## src/rtl/snake_pkg.sv

```systemverilog
// Shared types and constants for the snake engine: direction codes, game states, palettes
// and cell-coordinate width helper.
package snake_pkg;

    localparam logic [1:0] DIR_RIGHT = 2'd0;
    localparam logic [1:0] DIR_UP    = 2'd1;
    localparam logic [1:0] DIR_LEFT  = 2'd2;
    localparam logic [1:0] DIR_DOWN  = 2'd3;

    typedef enum logic [1:0] {
        IDLE = 2'd0,
        RUN  = 2'd1,
        OVER = 2'd2
    } state_t;

    typedef struct packed {
        logic [11:0] bg;
        logic [11:0] grid;
        logic [11:0] border;
        logic [11:0] apple;
        logic [11:0] head;
        logic [11:0] body_even;
        logic [11:0] body_odd;
    } palette_t;

    localparam logic [11:0] COL_OVER = 12'h800;

    localparam palette_t PAL_EARTH = '{bg: 12'h431, grid: 12'h542, border: 12'h753,
                                       apple: 12'hE21, head: 12'hC82,
                                       body_even: 12'hA61, body_odd: 12'h850};

    localparam palette_t PAL_GREEN = '{bg: 12'h020, grid: 12'h040, border: 12'h2A2,
                                       apple: 12'hF30, head: 12'hEF4,
                                       body_even: 12'h6D3, body_odd: 12'h3A1};

    function automatic int unsigned cell_w(input int unsigned n);
        return (n > 1) ? $clog2(n) : 1;
    endfunction

    // Direction codes are arranged so the reverse of any direction differs in bit 1 only.
    function automatic logic [1:0] dir_opposite(input logic [1:0] d);
        return d ^ 2'd2;
    endfunction

endpackage

```

## src/rtl/snake_pixel_shade.sv

```systemverilog
// Registered pixel colour stage: resolves object priority for one pixel per clock.
// SNAKE_WRAP_EN suppresses the border ring.
module snake_pixel_shade
    import snake_pkg::*;
#(
    parameter int unsigned CELL_PX = 20,
    parameter int unsigned GRID_W  = 32,
    parameter int unsigned GRID_H  = 24,
    parameter int unsigned MAX_LEN = 64
) (
    input  logic               clk,
    input  logic               reset_n,
    input  logic [9:0]         x,
    input  logic [9:0]         y,
    input  logic               di,
    input  logic [MAX_LEN-1:1] body_hit,
    input  logic               apple_hit,
    input  logic               head_hit,
    input  state_t             state,
    input  logic               palette,
    output logic [3:0]         r,
    output logic [3:0]         g,
    output logic [3:0]         b
);

    palette_t    pal;
    logic        in_field, grid_line, border, body_odd;
    logic [11:0] col_d, col_q;

    always_comb begin
        pal       = palette ? PAL_GREEN : PAL_EARTH;
        in_field  = (32'(x) < GRID_W * CELL_PX) && (32'(y) < GRID_H * CELL_PX);
        grid_line = (32'(x) % CELL_PX == 0) || (32'(y) % CELL_PX == 0);
`ifdef SNAKE_WRAP_EN
        border = 1'b0;
`else
        border = (32'(x) < CELL_PX) || (32'(x) / CELL_PX == GRID_W - 1) ||
                 (32'(y) < CELL_PX) || (32'(y) / CELL_PX == GRID_H - 1);
`endif
        body_odd = 1'b0;
        for (int unsigned i = 1; i < MAX_LEN; i++) begin
            if (i % 2 == 1) body_odd = body_odd | body_hit[i];
        end

        if (!di)                col_d = 12'h000;
        else if (state == OVER) col_d = COL_OVER;
        else if (!in_field)     col_d = 12'h000;
        else if (apple_hit)     col_d = pal.apple;
        else if (head_hit)      col_d = pal.head;
        else if (|body_hit)     col_d = body_odd ? pal.body_odd : pal.body_even;
        else if (border)        col_d = pal.border;
        else if (grid_line)     col_d = pal.grid;
        else                    col_d = pal.bg;
    end

    always_ff @(posedge clk) begin
        if (!reset_n) col_q <= 12'h000;
        else          col_q <= col_d;
    end

    assign r = col_q[11:8];
    assign g = col_q[7:4];
    assign b = col_q[3:0];

endmodule

```

## src/rtl/snake_core.sv

```systemverilog
// Snake game engine: circular-buffer body, move/grow/collision FSM and pixel hit detection.
// Define SNAKE_WRAP_EN to make the playfield edges wrap instead of killing the snake.
module snake_core
    import snake_pkg::*;
#(
    parameter int unsigned CELL_PX  = 20,
    parameter int unsigned GRID_W   = 32,
    parameter int unsigned GRID_H   = 24,
    parameter int unsigned MAX_LEN  = 64,
    parameter int unsigned INIT_LEN = 3
) (
    input  logic                      clk,
    input  logic                      reset_n,
    input  logic                      move_tick,
    input  logic [1:0]                dir_in,
    input  logic                      start,
    input  logic [cell_w(GRID_W)-1:0] apple_cx,
    input  logic [cell_w(GRID_H)-1:0] apple_cy,
    input  logic [9:0]                x,
    input  logic [9:0]                y,
    input  logic                      di,
    input  logic                      palette,
    output logic [cell_w(GRID_W)-1:0] head_cx,
    output logic [cell_w(GRID_H)-1:0] head_cy,
    output logic [3:0]                r,
    output logic [3:0]                g,
    output logic [3:0]                b,
    output logic [7:0]                score,
    output logic                      eaten,
    output logic                      game_over
);

    localparam int unsigned XW = cell_w(GRID_W);
    localparam int unsigned YW = cell_w(GRID_H);
    localparam int unsigned PW = cell_w(MAX_LEN);
    localparam int unsigned LW = $clog2(MAX_LEN + 1);

    state_t        state_q, state_d;
    logic [XW-1:0] seg_x_q [MAX_LEN];
    logic [YW-1:0] seg_y_q [MAX_LEN];
    logic [PW-1:0] hp_q, hp_nxt;
    logic [LW-1:0] len_q;
    logic [1:0]    dir_q, dir_d, pend_q, pend_d;
    logic [7:0]    score_q;
    logic          eaten_q;

    logic          mv, reload, advance, out_of_grid, self_hit, ate, grows;
    logic [XW-1:0] nx;
    logic [YW-1:0] ny;
    int            sx, sy, lim;

    // Buffer slot holding segment i (segment 0 is the head).
    function automatic logic [PW-1:0] seg_idx(input logic [PW-1:0] hp, input int unsigned i);
        return PW'((32'(hp) + MAX_LEN - i) % MAX_LEN);
    endfunction

    assign head_cx   = seg_x_q[hp_q];
    assign head_cy   = seg_y_q[hp_q];
    assign score     = score_q;
    assign eaten     = eaten_q;
    assign game_over = (state_q == OVER);

    always_comb begin
        mv     = move_tick && (state_q == RUN);
        dir_d  = mv ? pend_q : dir_q;
        pend_d = (dir_in == dir_opposite(dir_d)) ? pend_q : dir_in;
        hp_nxt = seg_idx(hp_q, MAX_LEN - 1);

        sx = int'(head_cx);
        sy = int'(head_cy);
        case (dir_d)
            DIR_UP:   sy = sy - 1;
            DIR_LEFT: sx = sx - 1;
            DIR_DOWN: sy = sy + 1;
            default:  sx = sx + 1;
        endcase
`ifdef SNAKE_WRAP_EN
        if (sx < 0) sx = int'(GRID_W) - 1;
        else if (sx >= int'(GRID_W)) sx = 0;
        if (sy < 0) sy = int'(GRID_H) - 1;
        else if (sy >= int'(GRID_H)) sy = 0;
        out_of_grid = 1'b0;
`else
        out_of_grid = (sx < 0) || (sx >= int'(GRID_W)) || (sy < 0) || (sy >= int'(GRID_H));
`endif
        nx    = XW'(sx);
        ny    = YW'(sy);
        ate   = !out_of_grid && (nx == apple_cx) && (ny == apple_cy);
        grows = ate && (len_q < LW'(MAX_LEN));

        // The tail vacates this cycle unless the body grows, so it cannot be hit.
        lim      = grows ? int'(len_q) : int'(len_q) - 1;
        self_hit = 1'b0;
        for (int unsigned i = 1; i < MAX_LEN; i++) begin
            if (int'(i) < lim && seg_x_q[seg_idx(hp_q, i)] == nx &&
                seg_y_q[seg_idx(hp_q, i)] == ny) begin
                self_hit = 1'b1;
            end
        end
        advance = mv && !out_of_grid && !self_hit;

        state_d = state_q;
        unique case (state_q)
            IDLE:    if (start) state_d = RUN;
            RUN:     if (mv && !advance) state_d = OVER;
            OVER:    if (!start) state_d = IDLE;
            default: state_d = IDLE;
        endcase
        reload = (state_q == OVER) && !start;
    end

    always_ff @(posedge clk) begin
        if (!reset_n || reload) begin
            state_q <= reset_n ? state_d : IDLE;
            hp_q    <= PW'(INIT_LEN - 1);
            len_q   <= LW'(INIT_LEN);
            dir_q   <= DIR_RIGHT;
            pend_q  <= DIR_RIGHT;
            score_q <= 8'd0;
            eaten_q <= 1'b0;
            for (int unsigned k = 0; k < MAX_LEN; k++) begin
                seg_x_q[k] <= (k < INIT_LEN) ? XW'(GRID_W / 2 + k - (INIT_LEN - 1)) : '0;
                seg_y_q[k] <= YW'(GRID_H / 2);
            end
        end else begin
            state_q <= state_d;
            dir_q   <= dir_d;
            pend_q  <= pend_d;
            eaten_q <= advance && ate;
            if (advance) begin
                hp_q            <= hp_nxt;
                seg_x_q[hp_nxt] <= nx;
                seg_y_q[hp_nxt] <= ny;
                if (grows) len_q <= len_q + LW'(1);
                if (ate && score_q != 8'hFF) score_q <= score_q + 8'd1;
            end
        end
    end

    logic [9:0]         px_cx, px_cy;
    logic               apple_hit, head_hit;
    logic [MAX_LEN-1:1] body_hit;

    always_comb begin
        px_cx     = x / 10'(CELL_PX);
        px_cy     = y / 10'(CELL_PX);
        apple_hit = (px_cx == 10'(apple_cx)) && (px_cy == 10'(apple_cy));
        head_hit  = (px_cx == 10'(head_cx)) && (px_cy == 10'(head_cy));
        body_hit  = '0;
        for (int unsigned i = 1; i < MAX_LEN; i++) begin
            body_hit[i] = (i < 32'(len_q)) && (10'(seg_x_q[seg_idx(hp_q, i)]) == px_cx) &&
                          (10'(seg_y_q[seg_idx(hp_q, i)]) == px_cy);
        end
    end

    snake_pixel_shade #(
        .CELL_PX(CELL_PX),
        .GRID_W (GRID_W),
        .GRID_H (GRID_H),
        .MAX_LEN(MAX_LEN)
    ) u_shade (
        .clk      (clk),
        .reset_n  (reset_n),
        .x        (x),
        .y        (y),
        .di       (di),
        .body_hit (body_hit),
        .apple_hit(apple_hit),
        .head_hit (head_hit),
        .state    (state_q),
        .palette  (palette),
        .r        (r),
        .g        (g),
        .b        (b)
    );

endmodule
```

## config.mk

```make
export PLATFORM = sky130hd
export DESIGN_NAME = snake_core
export DESIGN_NICKNAME = d
export VERILOG_FILES = /design/src/rtl/snake_pkg.sv /design/src/rtl/snake_pixel_shade.sv /design/src/rtl/snake_core.sv
export SDC_FILE = /design/constraint.sdc
export NUM_CORES = 2
export LEC_CHECK = 0
export ABC_CLOCK_PERIOD_IN_PS = 12000
export CORE_UTILIZATION = 67
export DETAILED_ROUTE_END_ITERATION = 16
export PLACE_DENSITY = 0.84
export SKIP_LAST_GASP = 1
export SLEW_MARGIN = 5
export SYNTH_ARGS = -nofsm -noshare
export SYNTH_HDL_FRONTEND = slang
export SYNTH_HIERARCHICAL = 1
export SYNTH_SLANG_ARGS = --single-unit
```

## constraint.sdc

```tcl
create_clock -name clk -period 12 [get_ports clk]
set_clock_uncertainty 0.1 [all_clocks]
set_input_delay 2.4 -clock clk [delete_from_list [all_inputs] [get_ports clk]]
set_output_delay 2.4 -clock clk [all_outputs]
set_load 0.005 [all_outputs]
```

==> qor.csv, run 1 <==
stage;metric;value;unit
synth;flops & latches, synth;685;
placed_design;I/O Buffers;68;
placed_design;Final GP Congestion;1.46;
synth;Syn Nets;9484;
run_status;run status;stopped before the end;
floorplanning;# rows;141;
placed_design;Setup WS pre-CTS;2.07;ns
grt;first-pass GRT wire length;836000;um
synth;register area share after synthesis;20.2;%
synth;Synth Flop Type;edfxtp_1;
clock_tree;CTS resizes;0;
grt;global route overflow;5;
clock_tree;H-tree Lvls;3;
synth;Mapped Cells;9415;
synth;top-area cell type share of the netlist area;30.2;%
synth;Area contributors post-synth;mux4_2 (30%), edfxtp_1 (19%), mux2i_1 (8.2%);
synth;syn_area_per_cell;10.6;um2
clock_tree;Post-CTS Setup Inserts;0;
grt;vias in the first global route;98500;
grt;largest net degree at the start of global routing;159;
synth;Synth area leader;mux4_2;
synth;ys async rst share;0;%
synth;most frequent cell after synthesis;mux4_2;
floorplanning;I/O Pins;70;
clock_tree;hold buffer count at CTS;0;
floorplanning;starting density of the core;67.4;%
clock_tree;# clock sinks;685;
clock_tree;root buffer cell;clkbuf_16;
synth;synth unique cells;114;
grt;GRT Total Usage;80.7;%
run_status;Log Error;[ERROR GRT-0116] Global routing finished with congestion. Check the congestion regions in the DRC Viewer.;
synth;synthesized cell area;99500;um2
clock_tree;worst-case clock buffer depth;3;
synth;Yosys Warn Count;6;
synth;Post-synth EDFFs;640;
placed_design;Post-DP HPWL;447000;um
synth;synth cell count leaders;mux4_2 (1332), xnor2_1 (923), mux2i_1 (817);
run_status;Fail Step;5_1_grt;
floorplanning;Die W;387;um
clock_tree;Inserted Clock Buffers;74;
floorplanning;height of the die;387;um
## metal layers
layer	GRT usage [%]	GRT overflow
met2	91.0	3
met5	55.9	0
met3	72.1	0
met4	75.4	2
met1	81.8	0
## cells by family after synthesis
group	synth area share [%]
and+or+nand+nor	14.3
DFF	20.2
adders and majority gates	0.462
xor gates and xnor gates	12.6
other	0.00377
muxes	40.6
AOI/OAI and AO/OA	7.39
buffers and inverters	4.46
## through the flow
| stage | hold slack (ns) | util (%) | area, um2 | cells |
|---|---|---|---|---|
| after floorplan | 0.360 | - | 99500 | 9415 |
| after global placement | 0.377 | 69.9 | 103000 | 10900 |
| after detailed placement | 0.385 | 69.9 | 103000 | 10900 |
| after CTS | 0.393 | 71.5 | 106000 | 11000 |
==> run 2, diff against run 1 <==
--- a/config.mk
+++ b/config.mk
@@ -6,9 +6,9 @@
 export NUM_CORES = 2
 export LEC_CHECK = 0
 export ABC_CLOCK_PERIOD_IN_PS = 12000
-export CORE_UTILIZATION = 67
+export CORE_UTILIZATION = 40
 export DETAILED_ROUTE_END_ITERATION = 16
-export PLACE_DENSITY = 0.84
+export PLACE_DENSITY_LB_ADDON = 0.15
 export SKIP_LAST_GASP = 1
 export SLEW_MARGIN = 5
 export SYNTH_ARGS = -nofsm -noshare
==> qor.csv, run 2 <==
stage;metric;value;unit;change
placed_design;Placed Cells;12300;;was 10900
clock_tree;clock-pin slew of the registers on the worst-case setup and hold paths;0.06;ns;
grt;GRT Total Usage;54.5;%;
worst_hold_path;Hold Path Origin;score[4];;
grt;vias in the first global route;84900;;
run_status;failing checks;max-capacitance violations, max-slew violations;;
worst_setup_path;CP Capture Type;flip-flop;;
sta;Slew HR;-13.5;%;
floorplanning;height of the die;501;um;was 387 um
clock_tree;CTS tree;done;;
clock_tree;CTS resizes;0;;unchanged
worst_setup_path;CP required;12.36;ns;
grt;global route overflow;0;;
synth;Syn Nets;9484;;unchanged
synth;Yosys Warn Count;6;;unchanged
power;Max VDD drop;116;uV;
finish;Fillers;23200;;
sta;Slew Limit Fails;19;;
worst_setup_path;crit-path max FO;39;;
worst_setup_path;Buf/Inv on CP;8;;
clock_tree;# clock sinks;685;;unchanged
run;maxcap violations;9;;
worst_setup_path;Crit path max-delay family;buffers and inverters;;
floorplanning;Die W;501;um;was 387 um
detailed_routing;DR iter-0 viols;18800;;
floorplanning;# rows;182;;was 141
finish;Layout area overhead;9.03;%;
worst_setup_path;critical path class;reg -> reg;;
placed_design;I/O Buffers;68;;unchanged
detailed_routing;TritonRoute pass-1 iters;8;;
sta;setup TNS;0;ns;
clock_tree;hold buffer count at CTS;0;;unchanged
detailed_routing;remaining antenna violation count;0;;
synth;flops & latches, synth;685;;unchanged
floorplanning;Core Area;247000;um2;
worst_setup_path;FF-to-FF setup slack;0.36;ns;
grt;largest net degree at the start of global routing;123;;
synth;register area share after synthesis;20.2;%;unchanged
clock_tree;clk_lat worst skew;0.89;ns;
detailed_routing;drt wl/cell;55.5;um;
synth;syn_area_per_cell;10.6;um2;unchanged
clock_tree;worst-case clock buffer depth;3;;unchanged
finish;biggest regs;seg_x_q x320, seg_y_q x320, u_shade/col_q x11;;
worst_setup_path;critical path data arrival time;12.00;ns;
sta;hold_ws;0.395;ns;
worst_hold_path;hold crit path type;reg -> reg;;
detailed_routing;vias;99000;;
worst_setup_path;CP max stage cell;a2111oi_0;;
sta;period utilisation layout;97.0;%;
synth;synth cell count leaders;mux4_2 (1332), xnor2_1 (923), mux2i_1 (817);;unchanged
worst_setup_path;Reg2Reg Capture Point;seg_x_q[63][4];;
power;leak pwr;34.3;nW;
detailed_routing;# DRC;0;;
clock_tree;Post-CTS Setup Inserts;0;;unchanged
worst_setup_path;WP depth;28;;
worst_setup_path;R2R depth;28;;
worst_setup_path;startpoint class of the critical path;flip-flop;;
finish;commonest non-fill, non-tap cell in the layout;mux4_2;;
sta;crit path time final;11.64;ns;
finish;Register Area;20100;um2;
finish;fin cells;12600;;
floorplanning;starting density of the core;40.3;%;was 67.4%
clock_tree;H-tree Lvls;3;;unchanged
synth;ys async rst share;0;%;unchanged
finish;most frequent cells in the layout;mux4_2 (1332), xnor2_1 (868), mux2i_1 (795);;
sta;Final Hold Viols;0;;
finish;multi-input logic area;76000;um2;
grt;first-pass GRT wire length;888000;um;
grt;initial antenna violation count;76;;
synth;Synth Flop Type;edfxtp_1;;unchanged
synth;most frequent cell after synthesis;mux4_2;;unchanged
sta;worst slew pin tran;1.66;ns;
synth;Area contributors post-synth;mux4_2 (30%), edfxtp_1 (19%), mux2i_1 (8.2%);;unchanged
clock_tree;Inserted Clock Buffers;80;;was 74
sta;f_max;85.9;MHz;
worst_setup_path;most used cell, CP;buf_4;;
sta;setup violators final;0;;
synth;top-area cell type share of the netlist area;30.2;%;unchanged
detailed_routing;number of vias per cell;7.88;;
floorplanning;I/O Pins;70;;unchanged
finish;layout cells sized above 1;27.0;%;
synth;Post-synth EDFFs;640;;unchanged
synth;Synth area leader;mux4_2;;unchanged
worst_setup_path;slowest stage delay, CP;1.09;ns;
worst_hold_path;Worst Hold Path EP;score[4];;
power;Power Density;115;nW/um2;
placed_design;Post-DP HPWL;567000;um;was 447000 um
synth;synthesized cell area;99500;um2;unchanged
worst_hold_path;hold depth;2;;
clock_tree;root buffer cell;clkbuf_16;;unchanged
synth;synth unique cells;114;;unchanged
floorplanning;Die ar.;251000;um2;
placed_design;Final GP Congestion;1.22;;was 1.46
finish;NumNets Final;9185;;
sta;RSZ-0062 raised after global routing;no;;
run_status;run status;complete, but fails checks;;was stopped before the end
synth;Mapped Cells;9415;;unchanged
detailed_routing;WL final;698000;um;
-- run 2: cell counts after synthesis --
No cell type changed its count.
-- run 2: worst reg2reg max path: cells and delay by family, from the launching register on --
family                     cells  cell delay [ns]
AOI/OAI and AO/OA              6             2.46
xor gates and xnor gates       1             0.19
adders and majority gates      1             0.24
buffers and inverters          8             3.04
DFF                            1             0.89
muxes                          3             2.00
and+or+nand+nor                9             2.34
-- run 2: per-layer routing --
layer / up-vias / GRT usage (%) / wire, um / part of all wire (%)
li1: 36500 / - / - / -
met1: 50500 / 64.4 / 238000 / 34
met2: 9821 / 70.1 / 262000 / 38
met3: 2237 / 30.5 / 121000 / 17
met4: 50 / 46.5 / 75400 / 11
met5: - / 2.30 / 680 / 0.097
-- run 2: power by group --
| group | switching (W) | internal (W) | total [W] |
|---|---|---|---|
| clock network | 0.00120 | 0.00134 | 0.00254 |
| registers | 0.000201 | 0.00269 | 0.00289 |
| logic | 0.00477 | 0.00226 | 0.00704 |
| total | 0.00618 | 0.00629 | 0.0125 |
-- run 2: per-stage QoR --
| stage | utilization [%] | instance area [um2] | setup WS, ns | total power (W) |
|---|---|---|---|---|
| floorplan | - | 99500 | 3.08 | 0.00664 |
| global placement | 42.8 | 106000 | 0.322 | 0.00940 |
| detailed placement | 42.8 | 106000 | 1.11 | 0.00946 |
| CTS | 43.9 | 108000 | 1.02 | 0.0119 |
| global route | 43.9 | 108000 | 0.499 | 0.0124 |
| finish | 44.0 | 108000 | 0.359 | 0.0125 |
-- run 2: area by class of cell --
cell class                      count  area share [%]
Inverter                           73           0.257
Timing Repair Buffer              577            4.65
Antenna cell                       79           0.182
Sequential cell                   685            18.6
Tap cell                         3312            3.82
Clock buffer                       98            1.91
Multi-Input combinational cell   7699            70.1
Clock inverter                     44           0.487
-- run 2: cells by family after synthesis --
group,share of synthesized area (%)
buf+inv,4.46
mux,40.6
fa+ha+maj,0.462
flops,20.2
xor+xnor,12.6
other cells,0.00377
compound gates,7.39
simple gates,14.3
-- run 2: how the worst max path moves through the flow --
stage	startpoint	to	slack, ns
3_3_place_gp	flip-flop	seg_y_q[23][4]	0.32
2_1_floorplan	hp_q[0]	seg_x_q[45][0]	3.08
5_1_grt	flip-flop	seg_y_q[60][4]	0.50
3_5_place_dp	flip-flop	seg_y_q[23][4]	1.11
6_report	flip-flop	seg_x_q[63][4]	0.36
4_1_cts	flip-flop	seg_x_q[63][4]	1.02
Power figures use the tool's default switching activity.
